[src/rtl/ones_generator_pkg.sv]
// rtl/ones_generator_pkg.sv - shared state encoding and count-width helper for ones_generator
package ones_generator_pkg;

    // FSM states, 2-bit encoding
    typedef enum logic [1:0] {
        IDLE  = 2'd0,
        BUILD = 2'd1,
        DONE  = 2'd2
    } state_t;

    // Width needed to hold 0..width inclusive
    function automatic int count_width(input int width);
        return $clog2(width) + 1;
    endfunction

endpackage

[src/rtl/ones_generator.sv]
// rtl/ones_generator.sv - bit-serial thermometer-code generator: count N in, word with N low ones out
//
// Ports:
//   clk         clock, all state updates on rising edge
//   resetn      asynchronous active-low reset
//   din_valid   count request valid
//   din_ready   block can accept a count (high only in IDLE)
//   din         requested number of ones, CW bits
//   dout_valid  generated word valid (held until dout_ready)
//   dout_ready  consumer accepts word
//   dout        generated word, DATA_WIDTH bits
//   dout_count  number of ones in dout (saturated count)
//   dout_sat    request exceeded DATA_WIDTH and was clamped
module ones_generator
    import ones_generator_pkg::*;
#(
    parameter  int DATA_WIDTH = 16,
    localparam int CW         = count_width(DATA_WIDTH)
) (
    input  logic                  clk,
    input  logic                  resetn,
    input  logic                  din_valid,
    output logic                  din_ready,
    input  logic [CW-1:0]         din,
    output logic                  dout_valid,
    input  logic                  dout_ready,
    output logic [DATA_WIDTH-1:0] dout,
    output logic [CW-1:0]         dout_count,
    output logic                  dout_sat
);

    localparam logic [CW-1:0] MAX_COUNT = CW'(DATA_WIDTH);

    state_t        state;
    logic [CW-1:0] index;
    logic [CW-1:0] target;

    // Accept is decoded purely from state so it is high as soon as reset asserts
    assign din_ready  = (state == IDLE);
    assign dout_count = target;

    always_ff @(posedge clk or negedge resetn) begin
        if (!resetn) begin
            state      <= IDLE;
            dout       <= '0;
            dout_valid <= 1'b0;
            dout_sat   <= 1'b0;
            index      <= '0;
            target     <= '0;
        end else begin
            case (state)
                IDLE: begin
                    if (din_valid) begin
                        if (din > MAX_COUNT) begin
                            target   <= MAX_COUNT;
                            dout_sat <= 1'b1;
                        end else begin
                            target   <= din;
                            dout_sat <= 1'b0;
                        end
                        dout  <= '0;
                        index <= '0;
                        state <= BUILD;
                    end
                end
                BUILD: begin
                    if (target == '0) begin
                        state      <= DONE;
                        dout_valid <= 1'b1;
                    end else begin
                        // The ones are contiguous from bit 0, so shifting a 1 in at the
                        // bottom sets exactly bit 'index' of the final word each cycle.
                        dout  <= {dout[DATA_WIDTH-2:0], 1'b1};
                        index <= index + CW'(1);
                        if (index + CW'(1) == target) begin
                            state      <= DONE;
                            dout_valid <= 1'b1;
                        end
                    end
                end
                DONE: begin
                    if (dout_ready) begin
                        state      <= IDLE;
                        dout_valid <= 1'b0;
                    end
                end
                default: begin
                    state <= IDLE;
                end
            endcase
        end
    end

endmodule

[config.mk]
export PLATFORM = sky130hd
export DESIGN_NAME = ones_generator
export DESIGN_NICKNAME = d
export VERILOG_FILES = /design/src/rtl/ones_generator_pkg.sv /design/src/rtl/ones_generator.sv
export SDC_FILE = /design/constraint.sdc
export NUM_CORES = 1
export LEC_CHECK = 0
export CELL_PAD_IN_SITES_DETAIL_PLACEMENT = 0
export CELL_PAD_IN_SITES_GLOBAL_PLACEMENT = 1
export CORE_MARGIN = 3
export CORE_UTILIZATION = 40
export DETAILED_ROUTE_END_ITERATION = 7
export PLACE_DENSITY = 0.95
export RECOVER_POWER = 25
export SLEW_MARGIN = 0
export SYNTH_ARGS = -nofsm -noshare
export SYNTH_HDL_FRONTEND = slang
export SYNTH_SLANG_ARGS = --single-unit
[constraint.sdc]
create_clock -name clk -period 2.65 [get_ports clk]
set_clock_uncertainty 0.1 [all_clocks]
set_input_delay 0.6625 -clock clk [delete_from_list [all_inputs] [get_ports clk]]
set_output_delay 0.6625 -clock clk [all_outputs]
set_load 0.01 [all_outputs]
==> impl_metrics.csv, run 1 <==
group,metric,value,unit
cts,tritoncts,"built",
critical_path,critPathRequiredTime,1.89,ns
placement,place_congestion,0.770,
critical_path,crit_buf_inv,1,
placement,io_buffers,32,
global_routing,grt_pass1_vias,1184,
sta,finalHoldViolCount,0,
layout,layout.nets,194,
cts,cts_buffers,5,
route,drc,0,
layout,finish.utilization,55.0,%
critical_path,slowest_stage,"clkdlybuf4s50_1",
route,drt_iter0_markers,67,
logic_synthesis,synth_edf_count,0,
logic_synthesis,yosysMostFrequentCell,"nand2_1",
cts,htreeDepth,2,
sta,worstMarginPinSlew,0.796,ns
cts,insertion_delay,0.33,ns
critical_path,worstPathMaxFanout,8,
logic_synthesis,synthTopCellsByCount,"42 x nand2_1, 30 x dfrtp_1, 14 x nand3_1",
placement,place_ws,0.574,ns
power_and_ir_drop,powerDensity,1090,nW/um^2
floorplanning,ios,33,
critical_path,critPathArrivalTime,1.46,ns
floorplanning,num_rows,21,
critical_path,path_cells,"clkdlybuf4s50_1",
sta,fin_setup_tns,0,ns
logic_synthesis,syn_area_per_cell,9.87,sq um
logic_synthesis,synth-seq-area-share,51.4,%
logic_synthesis,ys_types,33,
global_routing,grt_overflow,0,
critical_path,critPathCaptureType,"output port",
global_routing,grt_pass1_wl,5420,um
logic_synthesis,synth.net_count,158,
floorplanning,die-area,4410,sq um
power_and_ir_drop,p_total,2050,uW
critical_path,cpLargestDelayFamily,"buffers and inverters",
route,vias,1148,
critical_path,reg2reg_slack,0.57,ns
cts,postCtsResizedCells,0,
route,routed_wl,3020,um
global_routing,antenna_found_initial,0,
logic_synthesis,syn_area,1460,sq um
logic_synthesis,synthArstFlopShare,100,%
layout,drive_gt1_share,11.9,%
sta,max-slew-margin-rel,46.9,%
logic_synthesis,synth_flop_cell,"dfrtp_1",
sta,post-route-period-util,83.8,%
cts,root_buffer,"clkbuf_4",
logic_synthesis,ys_warn_count,0,
worst_hold_path,hp-start,"dout_valid",
global_routing,grt_max_degree,31,
critical_path,r2r-end,"index[3]",
cts,path_clk_slew,0.09,ns
floorplanning,start_util,42.7,%
power_and_ir_drop,ir_drop,0.466,mV
sta,clock.fmax,0.450,GHz
critical_path,rr_worst_depth,4,
sta,final_max_slew_viol_count,0,
layout,num_antenna_cells,0,
floorplanning,chipHeight,66.4,um
cts,cts_hold_buffers,0,
worst_hold_path,hold_end,"dout_valid",
route,vias_per_cell,4.97,
critical_path,reg2reg_from,"dout_count[4]",
global_routing,grtUsageTotal,16.2,%
worst_hold_path,hold_path.class,"register to register",
logic_synthesis,ys_ff_latch,30,
logic_synthesis,synth.area.top_cells,"dfrtp_1 51%, nand2_1 11%, nand3_1 4.8%",
sta,finalHoldWorstSlack,0.384,ns
logic_synthesis,synth_top_area_share,51.4,%
sta,finalSetupViolations,0,
floorplanning,chipWidth,66.4,um
layout,areaGrowthSynthToFinish,28.6,%
critical_path,cp_slowest_stage_delay,0.61,ns
sta,period_minus_slack,2.22,ns
logic_synthesis,synth_cells,148,
cts,cts_max_path_buffers,2,
sta,rsz0062_at_grt,"false",
route,first_pass_iters,4,
status,outcome,"complete, no violations",
cts,post-cts-setup-buffer-count,0,
power_and_ir_drop,p_leak,0.000844,uW
cts,clkSinkCount,30,
job,drv_cap,0,
sta,post-route-worst-setup-slack,0.429,ns
critical_path,crit_type,"register to output port",
route,detail_route.wl_per_cell,13.1,um
logic_synthesis,yosysTopAreaCell,"dfrtp_1",
route,ant_nets,0,
layout,num-fill-cells,322,
critical_path,start_kind,"register",
worst_hold_path,worstHoldPathCells,2,
placement,hpwlAfterDp,2170,um
floorplanning,core_area,3420,sq um
[kinds of logic after synthesis]
kind of cell | Yosys count | share of synthesized area [%]
DFF | 30 | 51.4
AOI/OAI and AO/OA | 21 | 10.1
xor gates and xnor gates | 6 | 3.60
buffers and inverters | 8 | 3.68
muxes | 3 | 2.23
adders and majority gates | 1 | 0.857
and+or+nand+nor | 79 | 28.1
[area by class of cell]
cell class / instances / area (sq um) / share of cell area, %
clock inverters: 2 / 12.5 / 0.666
repair buffers: 35 / 343 / 18.3
well taps: 46 / 57.6 / 3.06
inverters: 2 / 7.51 / 0.400
multi-input cells: 110 / 656 / 34.9
flip-flops and latches: 30 / 751 / 40.0
clock buffers: 6 / 51.3 / 2.73
[cell usage in the layout, fill, tap and decap left out, types with 2 or more instances in the layout]
cell type | Yosys | final
nand2_1 | 42 | 42
clkdlybuf4s50_1 | 0 | 31
dfrtp_1 | 30 | 30
nand3_1 | 14 | 14
o21ai_0 | 9 | 9
nand3_2 | 6 | 6
nand2b_1 | 5 | 5
clkbuf_4 | 0 | 5
nor2_1 | 3 | 3
nor2b_1 | 3 | 3
xor2_1 | 3 | 3
xnor2_1 | 3 | 3
buf_4 | 0 | 3
inv_1 | 2 | 2
a211oi_1 | 2 | 2
a21oi_1 | 2 | 2
o41ai_1 | 2 | 2
[sequential cells by signal, indices dropped and copies added, names as in the netlist]
| signal | count |
|---|---|
| state | 2 |
| dout_valid | 1 |
| index | 5 |
| dout_count | 5 |
| dout | 16 |
| dout_sat | 1 |
[through the flow]
stage                     std cells  cell area [sq um]
after floorplan                 148               1460
after global placement          223               1810
after detailed placement        223               1810
after CTS                       231               1880
after global routing            231               1880
final                           231               1880
[layer usage]
layer	GRT usage, %	wire length [um]	vias to the layer above
li1	-	-	580
met1	21.2	1430	525
met2	23.9	1300	37
met3	7.31	246	6
met4	5.08	35	0
met5	0	0	-
[worst register-to-register path: cells and delay by family, from the launching register on]
kind	cells	cell delay (ns)
compound gates	2	0.88
buf+inv	1	0.11
flops	1	0.51
mux	1	0.38
[worst max path at each step]
stage,start,to,slack (ns),cells after the start
after detailed placement,dout_count[4],index[3],0.57,4
after CTS,state[1],din_ready,0.41,2
after global placement,dout_count[0],index[2],0.63,4
after global routing,state[1],din_ready,0.33,2
final,dout_count[2],dout_count[2],0.43,1
after floorplan,dout_count[0],state[0],0.94,4
[where the power goes]
| part | leakage, uW | total [uW] | internal (uW) | switching (uW) |
|---|---|---|---|---|
| Sequential | 0.000396 | 778 | 599 | 178 |
| Combinational | 0.000414 | 980 | 456 | 524 |
| Clock | 0.0000343 | 288 | 127 | 161 |
| Total | 0.000844 | 2050 | 1180 | 863 |
Note: power is estimated with default switching activity, not from simulation.
==> run 2: changes to the inputs <==
- CORE_UTILIZATION: 40 -> 34
- PLACE_DENSITY: 0.95 -> 0.87
- clock period: 2.65 -> 2 ns (I/O delays scaled with it)
==> run 2 against run 1 <==
Wire length barely moved. Worst hold slack worse by 0.0064 ns. Setup slack got worse by 0.36 ns. Die area increased by 16%. Sequential cell count did not move. Largest power group unchanged. First-iteration DRC count fell by 42%. Largest cell class unchanged. Global-route usage decreased by 3.1 points. Combinational power rose by 37%. Critical path depth is the same. Via count is 0.96% higher.
==> impl_metrics.csv, run 2 (synthesized netlist as in run 1, its figures left out) <==
group,metric,value,unit
status,outcome,"complete, no violations",
global_routing,antenna_found_initial,0,
layout,regMostFlops,"dout",
layout,areaGrowthSynthToFinish,33.8,%
cts,root_buffer,"clkbuf_8",
placement,io_buffers,32,
route,first_pass_iters,5,
floorplanning,ios,33,
sta,finalSetupViolations,0,
cts,tritoncts,"built",
layout,final_common_cell,"nand2_1",
sta,fin_setup_tns,0,ns
power_and_ir_drop,p_leak,0.000880,uW
critical_path,critPathArrivalTime,1.34,ns
cts,htreeDepth,2,
critical_path,critPathRequiredTime,1.40,ns
layout,layout.nets,198,
route,vias_per_cell,4.85,
floorplanning,die-area,5120,sq um
critical_path,path_cells,"clkdlybuf4s50_1",
critical_path,crit_type,"register to output port",
global_routing,grt_overflow,0,
placement,dp.cells,231,
critical_path,cpLargestDelayFamily,"buffers and inverters",
layout,finish.utilization,48.2,%
critical_path,worstPathMaxFanout,5,
global_routing,grt_util_met1,18.1,%
global_routing,grt_max_degree,31,
floorplanning,num_rows,23,
cts,clkSinkCount,30,
placement,hpwlAfterDp,2110,um
job,drv_cap,0,
floorplanning,core_area,4060,sq um
sta,finalHoldViolCount,0,
layout,largest_register_ffs,16,
floorplanning,start_util,36.0,%
critical_path,crit_buf_inv,1,
critical_path,crit_path_start,"dout_count[3]",
cts,path_clk_slew,0.06,ns
global_routing,grt_pass1_wl,5260,um
global_routing,grt.busiest_layer,"met2",
sta,finalHoldWorstSlack,0.378,ns
floorplanning,chipHeight,71.5,um
sta,worstMarginPinSlew,0.765,ns
layout,drive_gt1_share,13.8,%
layout,layout_common_cells,"42 x nand2_1, 30 x clkdlybuf4s50_1, 28 x dfrtp_1",
cts,cts_max_path_buffers,2,
layout,num_antenna_cells,0,
placement,place_congestion,0.822,
route,ant_nets,0,
sta,period_minus_slack,1.94,ns
global_routing,use_met3,4.21,%
layout,final_cell_count_no_fill,239,
route,vias,1159,
sta,clock.fmax,0.517,GHz
sta,post-route-worst-setup-slack,0.0644,ns
route,drt_iter0_markers,39,
route,detail_route.wl_per_cell,12.6,um
sta,max-slew-margin-rel,49.0,%
worst_hold_path,hold_path.class,"register to register",
critical_path,reg2reg_from,"dout_count[0]",
critical_path,cp_slowest_stage_delay,0.59,ns
route,routed_wl,3020,um
sta,post-route-period-util,96.8,%
cts,insertion_delay,0.27,ns
critical_path,start_kind,"register",
power_and_ir_drop,powerDensity,1520,nW/um^2
critical_path,critPathCaptureType,"output port",
cts,cts_buffers,5,
floorplanning,chipWidth,71.5,um
sta,final_max_slew_viol_count,0,
placement,place_ws,0.226,ns
sta,rsz0062_at_grt,"false",
route,drc,0,
worst_hold_path,hp-start,"dout_valid",
power_and_ir_drop,ir_drop,0.634,mV
global_routing,grt_util_met2,20.1,%
global_routing,grtUsageTotal,13.1,%
critical_path,slowest_stage,"clkdlybuf4s50_1",
global_routing,grt_pass1_vias,1103,
run 2: cell types whose count changed in the layout (fill, tap and decap cells not counted), sizes merged:
cell / before / now
clkinv: 1 / 0
clkinvlp: 1 / 0
buf: 3 / 6
bufinv: 0 / 1
clkbuf: 6 / 8
clkdlybuf4s50: 31 / 30
dlygate4sd2: 0 / 1
run 2: path summary, 6_finish.rpt:
kind	to	slack, ns	cells past startpoint
worst min register to register	dout_valid	0.38	2
worst min-delay path	dout_valid	0.38	2
worst max-delay path	dout_count[3]	0.06	1
max in group asynchronous	dout_count[4]	0.54	2
min in group asynchronous	dout[9]	0.72	2
worst max register to register	dout[11]	0.23	5
run 2: final cells by class:
class                      instances  area [sq um]
fill                             385          2100
timing repair buffer              39           369
inverter                           2          7.51
tap                               50          62.6
clock buffer                       7          76.3
sequential                        30           753
clock inverter                     1          30.0
multi-input combinational        110           656
run 2: routing by layer:
metal | vias to the layer above | wire length (um)
li1 | 584 | -
met1 | 556 | 1490
met2 | 17 | 1430
met3 | 2 | 85
met4 | 0 | 10
met5 | - | 0
run 2: per-stage QoR:
stage	cell area, sq um	power, uW
after CTS	1960	3010
after detailed placement	1850	2410
after global placement	1850	2390
after floorplan	1460	1880
final	1950	2970
after global routing	1950	3210
run 2: where the power goes:
group          leakage [uW]  total, uW  internal (uW)  switching, uW
clock network     0.0000524        590            372            218
registers          0.000393       1040            801            238
logic              0.000434       1340            652            688
run 2: what timing repair did:
action                                  in CTS  in global routing
buffers inserted                             0                  0
hold buffers                                 0                  0
gates resized for setup                      2                  1
endpoints found under the setup margin       2                  1
==> run 3: changes to the inputs <==
- HOLD_SLACK_MARGIN: default -> 0.03
- TNS_END_PERCENT: default -> 20
==> results of run 3 <==
Same layout as run 2: the final DEF is identical, and so are final timing and power.
